$ cat config.mk
export PLATFORM = sky130hd
export DESIGN_NAME = sample_sequencer
export DESIGN_NICKNAME = d
export VERILOG_FILES = /design/src/rtl/sample_sequencer.sv
export SDC_FILE = /design/constraint.sdc
export NUM_CORES = 1
export LEC_CHECK = 0
export BUFFER_PORTS_ARGS = -buffer_cell sky130_fd_sc_hd__clkbuf_2
export CAP_MARGIN = 20
export CORE_ASPECT_RATIO = 0.75
export CORE_MARGIN = 1.5
export CORE_UTILIZATION = 30
export DETAILED_ROUTE_END_ITERATION = 8
export GPL_TIMING_DRIVEN = 0
export PLACE_DENSITY_LB_ADDON = 0.3
export RECOVER_POWER = 25
export SLEW_MARGIN = 20
export SYNTH_ARGS = -nofsm -noshare
export SYNTH_HDL_FRONTEND = slang
export SYNTH_SLANG_ARGS = --single-unit
$ cat constraint.sdc
create_clock -name CLK_50M -period 9.1 [get_ports CLK_50M]
set_clock_uncertainty 0.15 [all_clocks]
set_input_delay 0.91 -clock CLK_50M [delete_from_list [all_inputs] [get_ports CLK_50M]]
set_output_delay 0.91 -clock CLK_50M [all_outputs]
set_load 0.005 [all_outputs]
$ cat src/rtl/sample_sequencer.sv
// Periodic sample sequencer: a tick counter starts preamp-gain / ADC-capture / two-channel
// DAC update sequences and arbitrates a shared SPI bus between the three drivers.
module sample_sequencer (
  input  logic        CLK_50M,
  input  logic        RST,
  input  logic        enable,
  input  logic [15:0] period,
  input  logic [7:0]  gain_in,
  output logic        amp_req,
  output logic [7:0]  amp_gain,
  input  logic        amp_done,
  output logic        adc_start,
  input  logic        adc_done,
  input  logic [27:0] adc_data,
  output logic        dac_req,
  output logic        dac_sel,
  output logic [11:0] dac_data,
  input  logic        dac_done,
  input  logic [13:0] dac_b_in,
  output logic [1:0]  spi_owner,
  output logic [13:0] sample_va,
  output logic [13:0] sample_vb,
  output logic        sample_valid,
  output logic        busy,
  output logic        overrun,
  output logic        timeout,
  output logic [2:0]  dbg_state_o
);

  // Handshakes: amp_req/dac_req are levels held until the matching one-cycle *_done
  // pulse is seen in the state that expects it; adc_start is a single-cycle pulse
  // answered later by a one-cycle adc_done. Done pulses in any other state are ignored.

  typedef enum logic [2:0] {
    S_IDLE     = 3'd0,
    S_AMP      = 3'd1,
    S_CONV     = 3'd2,
    S_ADC_WAIT = 3'd3,
    S_DAC_A    = 3'd4,
    S_DAC_B    = 3'd5
  } state_t;

  // Last watchdog value before expiry: the 4095th cycle spent waiting in a state.
  localparam logic [11:0] WD_LIMIT = 12'd4094;

  state_t      state_q, state_d;
  logic [15:0] cnt_q, cnt_d;
  logic [11:0] wd_q, wd_d;
  logic [7:0]  gain_cur_q, gain_cur_d;
  logic [7:0]  amp_gain_q, amp_gain_d;
  logic [13:0] dac_b_q, dac_b_d;
  logic [13:0] va_q, va_d;
  logic [13:0] vb_q, vb_d;
  logic        sv_q, sv_d;
  logic        overrun_q, overrun_d;
  logic        timeout_q, timeout_d;

  logic [15:0] p_eff;
  logic        tick;
  logic        wd_expired;

  // Comparing with >= lets a shortened period wrap on the very next cycle.
  assign p_eff      = (period < 16'd2) ? 16'd2 : period;
  assign tick       = enable && (cnt_q >= (p_eff - 16'd1));
  assign wd_expired = (wd_q == WD_LIMIT);

  always_comb begin
    if (!enable || tick) cnt_d = 16'd0;
    else                 cnt_d = cnt_q + 16'd1;
  end

  always_comb begin
    state_d    = state_q;
    wd_d       = 12'd0;
    gain_cur_d = gain_cur_q;
    amp_gain_d = amp_gain_q;
    dac_b_d    = dac_b_q;
    va_d       = va_q;
    vb_d       = vb_q;
    sv_d       = 1'b0;
    timeout_d  = timeout_q;
    overrun_d  = overrun_q | (tick && (state_q != S_IDLE));

    case (state_q)
      S_IDLE: begin
        if (tick) begin
          if (gain_in != gain_cur_q) begin
            state_d    = S_AMP;
            amp_gain_d = gain_in;
          end else begin
            state_d = S_CONV;
          end
        end
      end
      S_AMP: begin
        if (amp_done) begin
          gain_cur_d = amp_gain_q;
          state_d    = S_CONV;
        end else if (wd_expired) begin
          timeout_d = 1'b1;
          state_d   = S_IDLE;
        end else begin
          wd_d = wd_q + 12'd1;
        end
      end
      S_CONV: state_d = S_ADC_WAIT;
      S_ADC_WAIT: begin
        if (adc_done) begin
          va_d    = adc_data[27:14];
          vb_d    = adc_data[13:0];
          sv_d    = 1'b1;
          state_d = S_DAC_A;
        end else if (wd_expired) begin
          timeout_d = 1'b1;
          state_d   = S_IDLE;
        end else begin
          wd_d = wd_q + 12'd1;
        end
      end
      S_DAC_A: begin
        if (dac_done) begin
          dac_b_d = dac_b_in;
          state_d = S_DAC_B;
        end else if (wd_expired) begin
          timeout_d = 1'b1;
          state_d   = S_IDLE;
        end else begin
          wd_d = wd_q + 12'd1;
        end
      end
      S_DAC_B: begin
        if (dac_done) begin
          state_d = S_IDLE;
        end else if (wd_expired) begin
          timeout_d = 1'b1;
          state_d   = S_IDLE;
        end else begin
          wd_d = wd_q + 12'd1;
        end
      end
      default: state_d = S_IDLE;
    endcase
  end

  always_ff @(posedge CLK_50M) begin
    if (RST) begin
      state_q    <= S_IDLE;
      cnt_q      <= 16'd0;
      wd_q       <= 12'd0;
      gain_cur_q <= 8'd0;
      amp_gain_q <= 8'd0;
      dac_b_q    <= 14'd0;
      va_q       <= 14'd0;
      vb_q       <= 14'd0;
      sv_q       <= 1'b0;
      overrun_q  <= 1'b0;
      timeout_q  <= 1'b0;
    end else begin
      state_q    <= state_d;
      cnt_q      <= cnt_d;
      wd_q       <= wd_d;
      gain_cur_q <= gain_cur_d;
      amp_gain_q <= amp_gain_d;
      dac_b_q    <= dac_b_d;
      va_q       <= va_d;
      vb_q       <= vb_d;
      sv_q       <= sv_d;
      overrun_q  <= overrun_d;
      timeout_q  <= timeout_d;
    end
  end

  // Bus outputs are pure decodes of the state register, so only one driver can ever be granted.
  always_comb begin
    amp_req   = (state_q == S_AMP);
    adc_start = (state_q == S_CONV);
    dac_req   = (state_q == S_DAC_A) || (state_q == S_DAC_B);
    dac_sel   = (state_q == S_DAC_B);
    dac_data  = 12'd0;
    spi_owner = 2'b00;
    case (state_q)
      S_AMP:      spi_owner = 2'b01;
      S_CONV:     spi_owner = 2'b10;
      S_ADC_WAIT: spi_owner = 2'b10;
      S_DAC_A: begin
        spi_owner = 2'b11;
        dac_data  = {~va_q[13], va_q[12:2]};
      end
      S_DAC_B: begin
        spi_owner = 2'b11;
        dac_data  = {~dac_b_q[13], dac_b_q[12:2]};
      end
      default: spi_owner = 2'b00;
    endcase
  end

  assign amp_gain     = amp_gain_q;
  assign sample_va    = va_q;
  assign sample_vb    = vb_q;
  assign sample_valid = sv_q;
  assign busy         = (state_q != S_IDLE);
  assign overrun      = overrun_q;
  assign timeout      = timeout_q;
  assign dbg_state_o  = state_q;

endmodule

# Word level (Yosys, flattened, before mapping)
# Index checks and enable logic that the tools add are counted.
[classes] addsub=3 order_cmp=2 n_eq_ne=11 n_mux=22 n_bitwise=4 n_reduce_logical=17
[ops] operator="12-bit two-way mux" count=4
[ops] operator="12-bit one-hot mux with 3 select lines" count=1
[ops] operator="12-bit one-hot mux with 2 select lines" count=1
[ops] operator="3-bit two-way mux" count=6
[ops] operator="3-bit one-hot mux with 6 select lines" count=1
[ops] operator="16-bit by 1-bit adder with 16-bit output (second input constant)" count=1
[ops] operator="16-bit >= comparator" count=1
[ops] operator="16-bit by 2-bit less-than comparator with 1-bit output (second input constant)" count=1
[ops] operator="16-bit two-way mux" count=1
[ops] operator="16-bit by 1-bit subtractor with 16-bit output (second input constant)" count=1
[ops] operator="12-bit by 1-bit adder with 12-bit output (second input constant)" count=1
[ops] operator="12-bit equality test (second input constant)" count=1
[ops] operator="2-bit != test (second input constant)" count=4
[ops] operator="8-bit != test" count=1
[ops] operator="2-bit OR reduction" count=4
[ops] operator="3-bit by 2-bit equality test with 1-bit output (second input constant)" count=2
[ops] operator="3-bit equality test (second input constant)" count=2
[ops] operator="2-bit one-hot mux with 3 select lines" count=1
[ops] operator="2-bit AND reduction" count=3
[ops] operator="3-bit nonzero test" count=2
[ops] operator="1-bit two-way mux" count=5
[ops] operator="4-bit AND reduction" count=1
[ops] operator="3-bit by 1-bit equality test with 1-bit output (second input constant)" count=1
[ops] operator="3-bit zero test" count=1
[ops] operator="other kinds (8)" count=12
[totals] reg_bits=92 output_inout_bits=61 wordCells=70

# Depth between registers and ports, before layout
# Gate-level depths: netlist of run 1.
[depth] word_depth=7 ltp_mapped=17 ltp_nobuf=16

# Least setup slack after synthesis of run 1
# Ideal clock, no wire load.
[synth_timing] kind="input port to flip-flop" start="input port period[8]" end="register amp_gain_q[0], in the netlist amp_gain[0]" setup_ns=0.072 arrival_ns=4.859 required_time_ns=8.878 setup_slack_ns=4.019 path_stages=15 cell_sequence="or4_4 > or4_4 > or4_4 > nor3b_2 > nand2b_1 > ha_1 > nand2_1 > nor3_1 > xnor2_1 > ha_1 > nand4_1 > a311oi_1 > nor3_1 > nor3_2 > mux2i_1"
[synth_via] elab_chain_len=6
[synth_lines] element="start, declared" line="7" text="input logic [15:0] period,"
[synth_lines] element="16-bit by 2-bit less-than comparator with 1-bit output" line="63" text="assign p_eff = (period < 16'd2) ? 16'd2 : period;"
[synth_lines] element="16-bit two-way mux *" line="63"
[synth_lines] element="16-bit by 1-bit subtractor with 16-bit output *" line="64" text="assign tick = enable && (cnt_q >= (p_eff - 16'd1));"
[synth_lines] element="16-bit >= comparator *" line="64"
[synth_lines] element="1-bit logical AND *" line="64"
[synth_lines] element="3-bit AND reduction (no source line) *"
[synth_lines] element="end signal, assigned" line="163" text="amp_gain_q <= amp_gain_d;"
[synth_lines] element="end, declared" line="50" text="logic [7:0] amp_gain_q, amp_gain_d;"
# Every way passes the cells marked *; elsewhere a longest branch is shown, timed or not.
# A chain may end at the register's enable or synchronous reset.

# Final worst setup path of run 1
[layout_timing] start="input port period[8]" end="register amp_gain_q[1], in the netlist amp_gain[1]"
# Same word-level chain as after synthesis.

==> results.cfg, run 1 <==
[status]
status = completed

[yosys]
syn_inst = 542
synthTopCellsByArea = dfxtp_1 (41%), nand2_1 (10%), a21oi_1 (6.4%)
syn_area_sq_mm = 0.004385
synth_edf_count = 0
synthFlopType = dfxtp_1
synth-seq-area-share_pct = 41.08
synth_fp_nets = 636
synth-seq-cells = 90
synth_top_area_cell = dfxtp_1
syn-mean-instance-area_sq_um = 8.091
yosys_warnings = 0
ys_types = 40
async_flop_share_pct = 0
synth_top_area_share_pct = 41.08

[sta]
finalCritPeriodShare_pct = 59.61
setup_tns_ns = 0
max_freq_mhz = 184.3
worst_pin_slew_ns = 0.9268
setup_viol = 0
finalMaxSlewViolations = 0
slew_headroom_pct = 37.99
rsz0062_at_grt = false
finalHoldViolCount = 0
period_needed_ns = 5.425

[worst_setup_path]
path_delay_family = simple AND/OR/NAND/NOR gates
worstPathArrival_ns = 5.53
worst_ep_required_time_ns = 9.21
path_buf_inv = 1
critical_path_peak_fanout = 8
cp_slowest_cell = nor3_2
cp-end-kind = flop
crit_path_start_kind = primary input
crit_path_max_incr_delay_ns = 0.73
cpMostUsedCell = or4_4
crit_path_cell_trace = clkbuf_2 > or4_4 > or4_4 > or4_4 > nor3b_2 > nand2b_1 > ha_1 > nand2_1 > nor3_1 > xnor2_1 > ha_1 > nand4_1 > a311oi_1 > nor3_1 > nor3_2 > mux2i_1
worstSetupPathType = primary input to flop

[routing]
ant_nets = 0
via_count = 4004
wl_per_cell_um = 12.81
drt-pass1-iter-count = 4
routed_wl_um = 11380
drc = 0
drt_iter0_markers = 150
via_per_inst = 4.509

[floorplan]
die_x_um = 142.6
ios = 133
dieArea_sq_mm = 0.01536
core_sq_mm = 0.01436
rows = 38
fp.dieH_um = 107.7
start_util_pct = 30.54

[clock_network]
path_clk_slew_ns = 0.07
cts_resized = 0
hold_buffers = 0
clk_latency_ns = 0.34
htreeDepth = 3
cts_buffer_depth = 2
cts_tree = built
clock_sinks = 90
cts_setup_buffers = 0
root_buffer = clkbuf_16
cts_buffers = 9

[power]
p_leak_nw = 2.178
vdd_drop_max_mv = 0.09842
powerDensity_mw_per_mm2 = 156.7

[place]
gp_congestion = 0.7754
dp_hpwl_um = 8808
numPortBuffers = 130

[layout]
syn2layout_area_growth_pct = 28.10
drive_gt1_share_pct = 18.90
postLayoutCoreUtil_pct = 39.13
diodes = 0
fin_nets = 777

[global_routing]
grt.overflow.total = 0
grt_usage_pct = 15.38
grt_start_max_net_pins = 16
grt_pass1_wl_um = 18700
grt_pass1_vias = 3772
antenna_found_initial = 0

[worst_hold_path]
holdCritPathClass = flop to flop

[run]
max_cap_violations = 0
placed cells by master, fill, tap and decap left out, drive strengths merged, types with 2 or more instances in the layout:
cell type	count
nor4	6
xnor2	16
and2	3
nand2b	19
dfxtp	90
nand2	119
clkbuf	161
a311oi	2
nor2	57
or4	3
nand4	10
mux2i	19
nor3b	2
xor2	28
nor3	9
inv	12
o21ai	7
and3	5
or3	2
or2	2
bufinv	3
o211ai	2
a21o	4
nor2b	6
a21oi	56
ha	22
nand3	11
registers in the layout, summed over array words and instances (netlist names), 3 cells and up:
register / flops
sample_va: 14
dac_b_q: 12
gain_cur_q: 8
amp_gain: 8
sample_vb: 14
cnt_q: 16
wd_q: 12
dbg_state_o: 3
routing by layer:
layer | share of wire [%] | vias up | track usage (%)
met1 | 53 | 1807 | 21.97
met3 | 5.0 | 6 | 4.093
met2 | 41 | 84 | 23.13
li1 | - | 2107 | -
met5 | 0 | - | 0
met4 | 0.72 | 0 | 3.019
cell usage after synthesis, types with 2 or more instances:
master    instances
nand2_1         119
dfxtp_1          90
nor2_1           57
a21oi_1          56
xor2_1           28
ha_1             22
clkbuf_1         20
mux2i_1          19
nand2b_1         19
xnor2_1          16
nand3_1          11
inv_1            10
nand4_1          10
nor3_1            8
o21ai_0           7
nor2b_1           6
nor4_1            6
and3_1            5
a21o_1            4
and2_1            3
or4_4             3
a311oi_1          2
o211ai_1          2
or2_2             2
or3_1             2
worst reg2reg max path, cell delays in order, from the launching register on:
cell and delay [ns]:
dfxtp_1 0.38, inv_1 0.07, ha_1 0.26, and3_1 0.13, o21ai_0 0.08, a311oi_1 0.41, nor3_1 0.18, nor3_2 0.73
mux2i_1 0.27
path summary, 6_finish.rpt:
path | end | slack (ns) | cells after the start | startpoint
setup / recovery | amp_gain[1] | 3.68 | 16 | period[8]
hold / removal | sample_va[1] | 0.30 | 2 | sample_va[1]
setup reg to reg | amp_gain[1] | 6.38 | 8 | cnt_q[0]
hold reg to reg | sample_va[1] | 0.30 | 2 | sample_va[1]
cell type report:
class | count | area [sq um]
Clock buffer | 11 | 252.7
Fill cell | 1552 | 8741
Timing Repair Buffer | 130 | 621.8
Inverter | 10 | 37.54
Clock inverter | 5 | 107.6
Sequential cell | 90 | 1802
Buffer | 21 | 78.83
Multi-Input combinational cell | 421 | 2467
Tap cell | 200 | 250.2
power by group:
group          switching [mW]  internal (mW)  total (mW)
clock                   0.157          0.286       0.443
combinational          0.0229         0.0203      0.0432
sequential           0.000453          0.394       0.395
total                   0.180          0.700       0.880
cell families (layout without fill, tap and decap cells):
kind of cell / count (synthesis) / count (layout) / share of synthesized area (%)
AO/OA/AOI/OAI: 80 / 80 / 10.24
XOR/XNOR: 44 / 44 / 8.787
adder cells (fa/ha/maj): 22 / 22 / 6.277
buffers and inverters: 31 / 177 / 2.653
flip-flops: 90 / 90 / 41.08
multiplexers: 19 / 19 / 4.337
AND/OR/NAND/NOR: 256 / 256 / 26.62
metrics by stage:
stage                     hold slack, ns  power [mW]  cell area [sq um]  instances  worst slack [ns]
after floorplan                   0.2797      0.4220               4385        542             4.019
after global placement            0.2925      0.4471               5286        872             3.287
after detailed placement          0.2958      0.4471               5286        872             3.328
after CTS                         0.3058      0.8932               5647        888             3.676
after global routing              0.3268      0.9138               5618        888             3.280
final                             0.3024      0.8804               5618        888             3.675
(Power assumes the default switching activity.)
==> run 2: changes to the inputs <==
==> constraint.sdc (replaced) <==
create_clock -name CLK_50M -period 4.8 [get_ports CLK_50M]
set_clock_uncertainty 0.15 [all_clocks]
set_input_delay 0.48 -clock CLK_50M [delete_from_list [all_inputs] [get_ports CLK_50M]]
set_output_delay 0.48 -clock CLK_50M [all_outputs]
set_load 0.005 [all_outputs]
==> run 2 against run 1 <==
  * Critical path depth grew 2
  * Global-route usage is essentially flat
  * Combinational power up 94%
  * Wire length is 0.35% higher
  * Highest routed layer unchanged
  * Final area increased by 1.3%
==> results.cfg, run 2 (synthesis results as in run 1) <==
[status]
status = completed

[sta]
worst_pin_slew_ns = 0.9683
setup_viol = 0
hold-worst-slack_ns = 0.2093
finalMaxSlewViolations = 0
finalCritPeriodShare_pct = 94.19
max_freq_mhz = 221.2
slew_headroom_pct = 35.21
setup_tns_ns = 0
rsz0062_at_grt = false
period_needed_ns = 4.521
fin_ws_ns = 0.2790
finalHoldViolCount = 0

[worst_hold_path]
holdCritPathClass = primary input to flop

[worst_setup_path]
path_delay_family = simple AND/OR/NAND/NOR gates
crit_path_cell_trace = clkbuf_2 > or4_4 > or4_4 > or4_4 > nor3b_2 > nand2b_1 > ha_2 > nand2_2 > nor4_1 > xnor2_1 > ha_1 > a21oi_1 > o21ai_1 > or2_2 > nor3_4 > nor3_4 > buf_12 > mux2i_1
worst_ep_required_time_ns = 4.87
cp-end-kind = flop
crit_path_max_incr_delay_ns = 0.55
crit_path_start_kind = primary input
worstPathArrival_ns = 4.59
cpMostUsedCell = or4_4
path_buf_inv = 2
cp_slowest_cell = or4_4
critical_path_peak_fanout = 8
worstSetupPathType = primary input to flop

[layout]
final_cell_area_sq_mm = 0.005689
syn2layout_area_growth_pct = 29.73
largest_register_ffs = 16
top_register = cnt_q
diodes = 0
fin_nets = 779
stdcell_count = 890
final_common_cell = nand2_1
postLayoutCoreUtil_pct = 39.62
most-common-layout-cells = nand2_1 (117), clkbuf_2 (106), dfxtp_1 (90), nor2_1 (57), a21oi_1 (56)
drive_gt1_share_pct = 20.14
nFillCells = 1554

[clock_network]
root_buffer = clkbuf_16
cts_buffer_depth = 2
clk_latency_ns = 0.33
clock_sinks = 90
cts_tree = built
htreeDepth = 3
cts_buffers = 9
path_clk_slew_ns = 0.07
hold_buffers = 0

[routing]
via_per_inst = 4.499
ant_nets = 0
drc = 0
routed_wl_um = 11420
drt-pass1-iter-count = 4
via_count = 4004
drt_iter0_markers = 171
wl_per_cell_um = 12.83

[place]
dp_hpwl_um = 8808
place_inst = 872
numPortBuffers = 130
gp_congestion = 0.7754
preCtsSetupSlack_ns = -0.5419
place_area_sq_mm = 0.005286

[floorplan]
die_x_um = 142.6
rows = 38
core_sq_mm = 0.01436
start_util_pct = 30.54
fp.dieH_um = 107.7
dieArea_sq_mm = 0.01536
ios = 133

[global_routing]
grt_start_max_net_pins = 16
antenna_found_initial = 0
grt_pass1_wl_um = 18710
grt_pass1_vias = 3775
grt.overflow.total = 0
grt_usage_pct = 15.39

[power]
p_leak_nw = 2.193
power.total_mw = 1.670
vdd_drop_max_mv = 0.1865
powerDensity_mw_per_mm2 = 293.6

[run]
max_cap_violations = 0
run 2: tightest hold or removal path, stage by stage:
cell      delay (ns)
clkbuf_2        0.08
nand2_1         0.04
a21oi_1         0.05
run 2: area by class of cell:
cell class | count | area (sq um) | area share (%)
buffer | 21 | 82.58 | 1.452
inverter | 10 | 37.54 | 0.6598
timing repair buffer | 132 | 648.1 | 11.39
sequential | 90 | 1802 | 31.67
clock buffer | 11 | 252.7 | 4.442
tap | 200 | 250.2 | 4.399
clock inverter | 5 | 107.6 | 1.891
multi-input combinational | 421 | 2509 | 44.10
run 2: where the power goes:
group | internal [mW] | switching, mW
Clock | 0.541 | 0.297
Sequential | 0.747 | 0.000853
Combinational | 0.0397 | 0.0442
run 2: final timing paths:
kind                                      from      endpoint  slack [ns]  cells after the start
worst max-delay path                 period[8]   amp_gain[1]        0.28                     18
worst min register to register    sample_va[1]  sample_va[1]        0.30                      2
worst max register to register  dbg_state_o[1]  sample_va[5]        2.33                      6
worst min-delay path              adc_data[18]  sample_va[4]        0.21                      3
run 2: what timing repair did:
item                                    4_1_cts  5_1_grt
endpoints found under the setup margin        8       22
gates resized for setup                       3       11
pin swaps                                     0        2
buffers inserted                              0        2
cloned                                        0        0
run 2: routing by layer:
metal	wire length (um)	global-route usage, %	vias up
li1	-	-	2107
met1	5945	22.00	1802
met2	4755	23.13	89
met3	633	4.093	6
met4	82	3.019	0
met5	0	0	-
